### src/rtl/hyperbus_pkg.sv
// Shared HyperBus types: arbiter FSM states and the transaction command record
// shared by the arbiter and the PHY-side command register.
package hyperbus_pkg;

    // Field widths of the command record; the arbiter and PHY parameters must match.
    localparam int unsigned HB_NR_CS      = 2;
    localparam int unsigned HB_BURST_W    = 12;

    typedef enum logic [1:0] {
        ST_IDLE,
        ST_ISSUE,
        ST_DATA
    } arb_state_e;

    typedef struct packed {
        logic [31:0]           address;
        logic [HB_NR_CS-1:0]   cs;
        logic                  write;
        logic [HB_BURST_W-1:0] burst;
        logic                  address_space;
    } hyper_trans_t;

endpackage

### src/rtl/hyperbus_rr_arbiter.sv
// Combinational round-robin pick: first requester at or after the pointer,
// wrapping modulo NR_PORTS, as one-hot grant plus binary index.
module hyperbus_rr_arbiter #(
    parameter int unsigned NR_PORTS = 2
) (
    input  logic [NR_PORTS-1:0]         i_req,
    input  logic [$clog2(NR_PORTS)-1:0] i_ptr,
    output logic [NR_PORTS-1:0]         o_gnt,
    output logic [$clog2(NR_PORTS)-1:0] o_idx,
    output logic                        o_valid
);

    localparam int unsigned IDX_W = $clog2(NR_PORTS);

    logic [IDX_W-1:0] w_cand;

    // NOTE: every variable written here gets a default first so no latch is inferred.
    always_comb begin
        o_valid = 1'b0;
        o_idx   = '0;
        w_cand  = '0;
        for (int unsigned k = 0; k < NR_PORTS; k++) begin
            w_cand = IDX_W'((32'(i_ptr) + k) % NR_PORTS);
            if (!o_valid && i_req[w_cand]) begin
                o_valid = 1'b1;
                o_idx   = w_cand;
            end
        end
    end

    assign o_gnt = o_valid ? (NR_PORTS'(1) << o_idx) : '0;

endmodule

### src/rtl/hyperbus_trans_arbiter.sv
// Round-robin arbiter sharing one hyperbus_phy transaction/tx/rx interface
// between NR_PORTS requesters; one latched command per grant, re-arbitrates after the burst.
module hyperbus_trans_arbiter
    import hyperbus_pkg::*;
#(
    parameter int unsigned NR_PORTS    = 2,
    parameter int unsigned BURST_WIDTH = HB_BURST_W,
    parameter int unsigned NR_CS       = HB_NR_CS
) (
    input  logic                            clk_i,
    input  logic                            rst_i,
    input  logic [NR_PORTS-1:0]             req_trans_valid_i,
    output logic [NR_PORTS-1:0]             req_trans_ready_o,
    input  logic [NR_PORTS*32-1:0]          req_trans_address_i,
    input  logic [NR_PORTS*NR_CS-1:0]       req_trans_cs_i,
    input  logic [NR_PORTS-1:0]             req_trans_write_i,
    input  logic [NR_PORTS*BURST_WIDTH-1:0] req_trans_burst_i,
    input  logic [NR_PORTS-1:0]             req_trans_address_space_i,
    input  logic [NR_PORTS-1:0]             req_tx_valid_i,
    output logic [NR_PORTS-1:0]             req_tx_ready_o,
    input  logic [NR_PORTS*16-1:0]          req_tx_data_i,
    input  logic [NR_PORTS*2-1:0]           req_tx_strb_i,
    output logic [NR_PORTS-1:0]             req_rx_valid_o,
    input  logic [NR_PORTS-1:0]             req_rx_ready_i,
    output logic [15:0]                     req_rx_data_o,
    output logic                            trans_valid_o,
    input  logic                            trans_ready_i,
    output logic [31:0]                     trans_address_o,
    output logic [NR_CS-1:0]                trans_cs_o,
    output logic                            trans_write_o,
    output logic [BURST_WIDTH-1:0]          trans_burst_o,
    output logic                            trans_address_space_o,
    output logic                            tx_valid_o,
    input  logic                            tx_ready_i,
    output logic [15:0]                     tx_data_o,
    output logic [1:0]                      tx_strb_o,
    input  logic                            rx_valid_i,
    output logic                            rx_ready_o,
    input  logic [15:0]                     rx_data_i,
    output logic [$clog2(NR_PORTS)-1:0]     grant_o,
    output logic                            busy_o,
    output logic                            err_o
);

    localparam int unsigned IDX_W = $clog2(NR_PORTS);

    arb_state_e             r_state;
    hyper_trans_t           r_cmd;
    logic [IDX_W-1:0]       r_grant;
    logic [IDX_W-1:0]       r_ptr;
    logic [BURST_WIDTH-1:0] r_count;
    logic                   r_trans_valid;

    logic [NR_PORTS-1:0]    w_pick_onehot;
    logic [IDX_W-1:0]       w_pick_idx;
    logic                   w_pick_valid;
    logic [IDX_W-1:0]       w_ptr_next;
    logic [BURST_WIDTH-1:0] w_pick_burst;
    logic                   w_pick_illegal;
    logic [NR_PORTS-1:0]    w_grant_onehot;
    logic                   w_beat;

    hyperbus_rr_arbiter #(
        .NR_PORTS(NR_PORTS)
    ) u_rr (
        .i_req  (req_trans_valid_i),
        .i_ptr  (r_ptr),
        .o_gnt  (w_pick_onehot),
        .o_idx  (w_pick_idx),
        .o_valid(w_pick_valid)
    );

    assign w_ptr_next     = (w_pick_idx == IDX_W'(NR_PORTS - 1)) ? '0 : w_pick_idx + IDX_W'(1);
    assign w_pick_burst   = req_trans_burst_i[BURST_WIDTH*w_pick_idx +: BURST_WIDTH];
    // Zero-length bursts are refused in IDLE: acknowledged and flagged, never sent to the PHY.
    assign w_pick_illegal = (r_state == ST_IDLE) && w_pick_valid && (w_pick_burst == '0) && !rst_i;
    assign w_grant_onehot = NR_PORTS'(1) << r_grant;

    // NOTE: sequential state uses <= so every register samples pre-edge values.
    always_ff @(posedge clk_i) begin
        if (rst_i) begin
            r_state       <= ST_IDLE;
            r_cmd         <= '0;
            r_grant       <= '0;
            r_ptr         <= '0;
            r_count       <= '0;
            r_trans_valid <= 1'b0;
        end else begin
            case (r_state)
                ST_IDLE: begin
                    if (w_pick_valid) begin
                        r_ptr <= w_ptr_next;
                        if (!w_pick_illegal) begin
                            r_grant               <= w_pick_idx;
                            r_cmd.address         <= req_trans_address_i[32*w_pick_idx +: 32];
                            r_cmd.cs              <= req_trans_cs_i[NR_CS*w_pick_idx +: NR_CS];
                            r_cmd.write           <= req_trans_write_i[w_pick_idx];
                            r_cmd.burst           <= w_pick_burst;
                            r_cmd.address_space   <= req_trans_address_space_i[w_pick_idx];
                            r_trans_valid         <= 1'b1;
                            r_state               <= ST_ISSUE;
                        end
                    end
                end
                ST_ISSUE: begin
                    if (trans_ready_i) begin
                        r_trans_valid <= 1'b0;
                        r_state       <= ST_DATA;
                        // A register write carries exactly one data beat whatever the burst says.
                        r_count       <= (r_cmd.address_space && r_cmd.write) ? BURST_WIDTH'(1)
                                                                             : r_cmd.burst;
                    end
                end
                ST_DATA: begin
                    if (w_beat) begin
                        if (r_count == BURST_WIDTH'(1)) begin
                            r_state <= ST_IDLE;
                        end
                        if (r_count != '0) begin
                            r_count <= r_count - BURST_WIDTH'(1);
                        end
                    end
                end
                default: r_state <= ST_IDLE;
            endcase
        end
    end

    always_comb begin
        req_trans_ready_o = '0;
        req_tx_ready_o    = '0;
        req_rx_valid_o    = '0;
        tx_valid_o        = 1'b0;
        tx_data_o         = req_tx_data_i[16*r_grant +: 16];
        tx_strb_o         = req_tx_strb_i[2*r_grant +: 2];
        rx_ready_o        = 1'b0;
        w_beat            = 1'b0;
        if (w_pick_illegal) begin
            req_trans_ready_o = w_pick_onehot;
        end
        if (r_state == ST_ISSUE && trans_ready_i && !rst_i) begin
            req_trans_ready_o = w_grant_onehot;
        end
        if (r_state == ST_DATA) begin
            if (r_cmd.write) begin
                tx_valid_o              = req_tx_valid_i[r_grant];
                req_tx_ready_o[r_grant] = tx_ready_i;
                w_beat                  = req_tx_valid_i[r_grant] && tx_ready_i;
            end else begin
                req_rx_valid_o[r_grant] = rx_valid_i;
                rx_ready_o              = req_rx_ready_i[r_grant];
                w_beat                  = rx_valid_i && req_rx_ready_i[r_grant];
            end
        end
    end

    assign req_rx_data_o         = rx_data_i;
    assign trans_valid_o         = r_trans_valid;
    assign trans_address_o       = r_cmd.address;
    assign trans_cs_o            = r_cmd.cs;
    assign trans_write_o         = r_cmd.write;
    assign trans_burst_o         = r_cmd.burst;
    assign trans_address_space_o = r_cmd.address_space;
    assign grant_o               = r_grant;
    assign busy_o                = (r_state != ST_IDLE);
    assign err_o                 = w_pick_illegal;

endmodule

### config.mk
export PLATFORM = sky130hd
export DESIGN_NAME = hyperbus_trans_arbiter
export DESIGN_NICKNAME = d
export VERILOG_FILES = /design/src/rtl/hyperbus_pkg.sv /design/src/rtl/hyperbus_rr_arbiter.sv /design/src/rtl/hyperbus_trans_arbiter.sv
export SDC_FILE = /design/constraint.sdc
export NUM_CORES = 1
export LEC_CHECK = 0
export ABC_AREA = 1
export CAP_MARGIN = 20
export CORE_MARGIN = 1.5
export CORE_UTILIZATION = 30
export DETAILED_ROUTE_END_ITERATION = 16
export PLACE_DENSITY = 0.67
export SYNTH_ARGS = -nofsm -noshare
export SYNTH_HDL_FRONTEND = slang
export SYNTH_HIERARCHICAL = 1
export SYNTH_SLANG_ARGS = --single-unit
### constraint.sdc
create_clock -name clk_i -period 4.58 [get_ports clk_i]
set_input_delay 0.916 -clock clk_i [delete_from_list [all_inputs] [get_ports clk_i]]
set_output_delay 0.916 -clock clk_i [all_outputs]
set_load 0.01 [all_outputs]
## After elaboration in Yosys (flattened, before gate mapping)

Index checks and enable logic that the tools add are counted.

- Flip-flop bits (word level): 65
- Bits in latches: 0
- Bits in writable memories: 0
- Bits in read-only memories: 0
- Input port bits: 159
- Output and inout bits: 94
- Word-level logic and storage cells: 108
- Memories: 0

- Add/subtract/negate cells: 3
- Multipliers: 1
- Divide/modulo/power cells: 0
- Order comparisons: 5
- Equality and inequality tests: 9
- Shifts and indexed selects: 7
- Muxes and demuxes: 47
- Bitwise gates (word level): 3
- Reductions and logical operators: 23

Operators with widths:

| operator | count |
|---|---|
| 64-bit by 7-bit variable part select with 32-bit output | 1 |
| 12-bit two-way mux | 4 |
| 32-bit by 6-bit variable part select with 16-bit output | 1 |
| 1-bit two-way mux | 27 |
| 2-bit two-way mux | 12 |
| 12-bit one-hot mux with 2 select lines | 1 |
| 24-bit by 6-bit variable part select with 12-bit output | 1 |
| 12-bit by 1-bit == test with 1-bit output (second input constant) | 1 |
| 12-bit zero test | 1 |
| 12-bit nonzero test | 1 |
| 12-bit by 1-bit subtractor with 12-bit output (second input constant) | 1 |
| 1-bit logical AND | 10 |
| 2-bit inequality test (second input constant) | 5 |
| 1-bit by 2-bit less-than comparator with 1-bit output (second input constant) | 4 |
| 4-bit AND reduction | 2 |
| 4-bit by 3-bit variable part select with 2-bit output | 2 |
| 2-bit one-hot mux with 3 select lines | 1 |
| 2-bit nonzero test | 3 |
| 5-bit AND reduction | 1 |
| 2-bit bitwise AND | 2 |
| 1-bit by 1-bit left shift with 2-bit output (first input constant) | 2 |
| 2-bit by 1-bit multiplier with 3-bit output (first input constant) | 1 |
| 3-bit AND reduction | 1 |
| 1-bit adder (second input constant) | 2 |
| other kinds (10) | 11 |

## Longest topological paths before layout

- Depth after elaboration: 14
- Mapped depth: 14
- Depth with buffers taken out: 12

## Modules after synthesis

The synthesis kept the hierarchy.

Modules (own cells, without submodules):

| module | instances | cells each | area each (um2) | seq. area each (um2) |
|---|---|---|---|---|
| hyperbus_trans_arbiter | 1 | 677 | 4201.5 | 1301.2 |
| hyperbus_rr_arbiter | 1 | 7 | 30.0 | 0.0 |

## Worst setup path before layout

Ideal clock, no wire load.

- Kind: input port to output port
- Start point: in req_trans_valid_i[1]
- End point: out req_trans_ready_o[1]
- Arrival: 2.223 ns
- Required time: 3.664 ns
- Path slack: 1.441 ns
- Cell stages on the path: 11
- Buffers on the path: 3
- Path through: inv_1 a21oi_1 buf_4 buf_6 nand2_1 o21ai_2 nand3_1 nor2_2 nand2_2 buf_2 o22ai_1

- Longest elaborated chain between the ends: 13
- Elaborated cells on any way between the ends: 20
- Those cells by class: mul: 1; shift: 2; mux: 11; reduce/logical: 6

RTL lines:

| what | line | RTL |
|---|---|---|
| from (decl) | hyperbus_trans_arbiter.sv:12 | `input logic [NR_PORTS-1:0] req_trans_valid_i,` |
| 1-bit two-way mux (implied by the code) (2 in a row) | hyperbus_rr_arbiter.sv:24 | `if (!o_valid && i_req[w_cand]) begin` |
| 1-bit two-way mux | hyperbus_rr_arbiter.sv:24 |  |
| 1-bit zero test | hyperbus_rr_arbiter.sv:24 |  |
| 1-bit logical AND | hyperbus_rr_arbiter.sv:24 |  |
| 1-bit two-way mux * | hyperbus_rr_arbiter.sv:24 |  |
| net w_pick_idx | hyperbus_trans_arbiter.sv:55 | `logic [IDX_W-1:0] w_pick_idx;` |
| 2-bit by 1-bit multiplier with 3-bit output | hyperbus_trans_arbiter.sv:74 | `assign w_pick_burst = req_trans_burst_i[BURST_WIDTH*w_pick_idx +: BURST_WIDTH];` |
| 24-bit by 6-bit variable part select with 12-bit output | hyperbus_trans_arbiter.sv:74 |  |
| 12-bit zero test | hyperbus_trans_arbiter.sv:76 | `assign w_pick_illegal = (r_state == ST_IDLE) && w_pick_valid && (w_pick_burst == '0) && !rst_i;` |
| 1-bit logical AND (2 in a row) | hyperbus_trans_arbiter.sv:76 |  |
| 2-bit two-way mux * | hyperbus_trans_arbiter.sv:138 | `if (w_pick_illegal) begin` |
| 2-bit two-way mux * | hyperbus_trans_arbiter.sv:141 | `if (r_state == ST_ISSUE && trans_ready_i && !rst_i) begin` |
| to (decl) | hyperbus_trans_arbiter.sv:13 | `output logic [NR_PORTS-1:0] req_trans_ready_o,` |

Mark *: on every way through the listed nets, which the timed path passes. The rest lies on a longest branch. The select of a mux whose other input is x is not followed.

## Worst setup path in the final report

- Start point: in req_trans_valid_i[1]
- End point: out req_trans_ready_o[0]

The elaborated chain is that of the path after synthesis.

==> results_tabular.tex <==
\begin{tabular}{lr}
\hline
Metric & Value \\
\hline
\multicolumn{2}{l}{\textbf{Clock tree}} \\
Post-cts sizing count & 0 \\
Number of clock buffers inserted by TritonCTS & 9 \\
Post-CTS setup-driven buffer insertion count & 0 \\
Level count of the clock H-tree & 3 \\
Maximum root-to-sink buffer count & 2 \\
Clock tree root buffer cell & sky130\_fd\_sc\_hd\_\_clkbuf\_16 \\
Post-CTS Hold Buffers & 0 \\
Clock input transition at the sequential cells of the worst setup and hold paths & about 0.06 ns \\
Worst-Skew Late Latency & $\sim$0.33 ns \\
Clock tree from TritonCTS & built \\
Count of clock tree sinks & 65 \\
\multicolumn{2}{l}{\textbf{Final layout}} \\
Multi-input gate area in the final layout & around 2400 um2 \\
Layout net count & around 1000 \\
\# fillers & around 1400 \\
Layout cell share with drive strength beyond 1 & 3.69\% \\
Design area & roughly 6700 um2 \\
Final core utilization & roughly 48\% \\
Diodes inserted & 0 \\
Layout Area Growth over Synthesis & 57.5\% \\
Area taken by flip-flops and latches & 1300 um2 \\
\multicolumn{2}{l}{\textbf{Route}} \\
Starting DRT DRC Count & 222 \\
Drc violations & 0 \\
Via Count & about 4800 \\
Number of iterations in the first detailed-routing pass & 6 \\
Post-detailed-route wirelength per cell & $\sim$13 um \\
Final WL & 13600 um \\
Drt via density & roughly 4.6 \\
Detail Route Antenna Nets & 0 \\
\multicolumn{2}{l}{\textbf{STA}} \\
Final Skew & 0.00604 ns \\
Slew margin rel. & between 30\% and 40\% \\
Period utilisation layout & between 90\% and 100\% \\
Final Hold Violating Endpoints & 0 \\
Fmax & between 200 and 250 MHz \\
Worst-margin pin slew & slightly below 1 ns \\
Clock period minus final worst setup slack & between 4 and 5 ns \\
Setup Total Neg Slack & 0 ns \\
Number of pins exceeding their max-slew limit in the final report & 0 \\
Setup repair after global routing missed its margin & false \\
Number of setup violations in the final report & 0 \\
\multicolumn{2}{l}{\textbf{Power}} \\
Clock network fraction of total power & between 20\% and 30\% \\
Leak pwr & just over 3 nW \\
Internal power of the cells & about 0.0015 W \\
Logic pwr share & a little over two fifths \\
Switching Fraction & 35.9\% \\
Switching power & between 0.0008 and 0.0009 W \\
Worst VDD drop & 0.000164 V \\
Power per cell area & 363 nW/um2 \\
Power share of the sequential group & between 30\% and 40\% \\
\multicolumn{2}{l}{\textbf{Floorplan}} \\
Die H & $\sim$120 um \\
Horiz. Die Dim & 122 um \\
I/O pin cnt & 253 \\
Initial core utilization & a little under a third \\
Cell Rows & 43 \\
Die outline area & between 10000 and 15000 um2 \\
Core Region & 13800 um2 \\
\multicolumn{2}{l}{\textbf{Place}} \\
Placer's final routability congestion estimate & between 0.8 and 0.9 \\
HPWL after detailed placement & around 10000 um \\
IO Port Bufs & 220 \\
Placed instance area & 6410 um2 \\
\multicolumn{2}{l}{\textbf{Logic synthesis}} \\
Prevailing post-synth register cell & sky130\_fd\_sc\_hd\_\_dfxtp\_1 \\
Leading cell types by total area after synthesis & sky130\_fd\_sc\_hd\_\_dfxtp\_1, sky130\_fd\_sc\_hd\_\_nand2\_1, sky130\_fd\_sc\_hd\_\_nand3\_1 \\
Post-Synthesis Cells & a little under 700 \\
Number of distinct library cells after synthesis & 25 \\
Share of Yosys cell area claimed by the top area cell type & a little under a third \\
Mapped cell area & 4230 um2 \\
Count of yosys warnings during synthesis & 6 \\
Cell taking the most area after synthesis & sky130\_fd\_sc\_hd\_\_dfxtp\_1 \\
Number of storage elements in the synthesis netlist & 65 \\
Sequential area share after synthesis & a little under a third \\
Most common library cells after synthesis & sky130\_fd\_sc\_hd\_\_nand2\_1, sky130\_fd\_sc\_hd\_\_nor2\_1, sky130\_fd\_sc\_hd\_\_nand3\_1 \\
Number of flops mapped to enable cells by yosys & 0 \\
Asr flop ratio synth & 0\% \\
Most instantiated library cell after synthesis & sky130\_fd\_sc\_hd\_\_nand2\_1 \\
Net Count, Synth & about 850 \\
Mean instance size in the synthesized netlist & about 6.2 um2 \\
\multicolumn{2}{l}{\textbf{Min path}} \\
Tightest Hold Check Type & flip-flop to flip-flop \\
\multicolumn{2}{l}{\textbf{Flow run}} \\
Max-cap viol count & 0 \\
\multicolumn{2}{l}{\textbf{Global route}} \\
Overall track demand over capacity in global routing & 18.7\% \\
Initial antenna violation count & 0 \\
Wire length of the first global-routing pass & 22100 um \\
Via count of the first global-routing pass & $\sim$4500 \\
Total gr overflow & 0 \\
Pin count of the biggest net entering global routing & about 100 \\
\multicolumn{2}{l}{\textbf{Setup path}} \\
Startpoint types & input port \\
Crit Path Max Fanout & 12 \\
Arrival time at the worst endpoint & roughly 3.3 ns \\
Data required time of the critical path & around 3.7 ns \\
Class of the most critical setup path & input port to output pin \\
Kind of capture point of the worst setup path & output pin \\
\multicolumn{2}{l}{\textbf{Outcome}} \\
Status & completed \\
\hline
\end{tabular}
## worst paths after layout
| check | from | to | slack (ns) | depth (start not counted) |
|---|---|---|---|---|
| hold reg to reg | trans_valid_o | trans_valid_o | 0.45 | 2 |
| hold / removal | trans_valid_o | trans_valid_o | 0.45 | 2 |
| setup reg to reg | r_ptr | trans_burst_o[6] | 1.93 | 12 |
| setup / recovery | req_trans_valid_i[1] | req_trans_ready_o[0] | 0.37 | 11 |
## power by group through the flow
stage | logic (W) | clock network [W] | registers [W]
2_1_floorplan | 0.000601 | 0 | 0.000780
3_3_place_gp | 0.00105 | 0 | 0.000765
5_1_grt | 0.00119 | 0.000654 | 0.000769
4_1_cts | 0.00106 | 0.000635 | 0.000756
6_report | 0.00105 | 0.000608 | 0.000757
3_5_place_dp | 0.00106 | 0 | 0.000766
## sequential cells by signal (all words and copies together) (netlist names)
register	count
trans_cs_o	2
trans_valid_o	1
r_count	12
trans_address_space_o	1
r_state	2
r_ptr	1
trans_write_o	1
trans_burst_o	12
grant_o	1
trans_address_o	32
## per-layer routing
| layer | up-vias | routed length [um] | GRT usage [%] |
|---|---|---|---|
| met2 | 143 | 6320 | 29.8 |
| met5 | - | 0 | 0 |
| met3 | 19 | 1040 | 5.90 |
| met4 | 0 | 268 | 6.32 |
| li1 | 2536 | - | - |
| met1 | 2115 | 5950 | 23.9 |
## cells by family after synthesis
kind of cell	Yosys count	synth area share (%)
mux	36	8.52
xor+xnor	3	0.621
buf+inv	107	11.7
fa+ha+maj	3	0.887
compound gates	72	9.02
simple gates	398	38.5
flops	65	30.8
## through the flow
stage / power [W] / setup slack, ns / cells / hold WS, ns
2_1_floorplan: 0.00138 / 1.44 / 684 / 0.469
3_3_place_gp: 0.00182 / 0.394 / 1032 / 0.437
3_5_place_dp: 0.00182 / 0.364 / 1032 / 0.440
4_1_cts: 0.00245 / 0.364 / 1048 / 0.449
5_1_grt: 0.00261 / 0.206 / 1048 / 0.467
6_report: 0.00242 / 0.373 / 1048 / 0.447
## cell usage in the layout (no fill, tap or decap), drive strengths merged
master / netlist / final
a21oi: 56 / 56
a31oi: 1 / 1
buf: 36 / 7
clkbuf: 23 / 12
clkdlybuf4s50: 0 / 220
clkinv: 0 / 4
dfxtp: 65 / 65
ha: 3 / 3
inv: 48 / 48
mux2i: 36 / 36
nand2: 205 / 205
nand3: 81 / 81
nand4: 5 / 5
nor2: 101 / 101
nor3: 2 / 2
nor4: 4 / 4
o21ai: 14 / 14
o22ai: 1 / 1
xor2: 3 / 3
## area by class of cell
cell class / instances / area share [%]
clock buffer: 12 / 3.55
clock inverter: 4 / 0.300
inverter: 48 / 2.70
multi-input combinational: 512 / 36.7
sequential: 65 / 19.5
tap: 180 / 3.38
timing repair buffer: 227 / 33.8
## critical path, stage by stage
cell and delay, ns:
sky130_fd_sc_hd__clkdlybuf4s50_1 0.48, sky130_fd_sc_hd__inv_1 0.09, sky130_fd_sc_hd__a21oi_4 0.32, sky130_fd_sc_hd__buf_4 0.25
sky130_fd_sc_hd__nand2_1 0.08, sky130_fd_sc_hd__o21ai_2 0.08, sky130_fd_sc_hd__nand3_1 0.12, sky130_fd_sc_hd__nor2_2 0.13
sky130_fd_sc_hd__nand3_1 0.09, sky130_fd_sc_hd__a21oi_1 0.16, sky130_fd_sc_hd__clkdlybuf4s50_1 0.57
No activity file was read; power rests on OpenSTA's default activity.
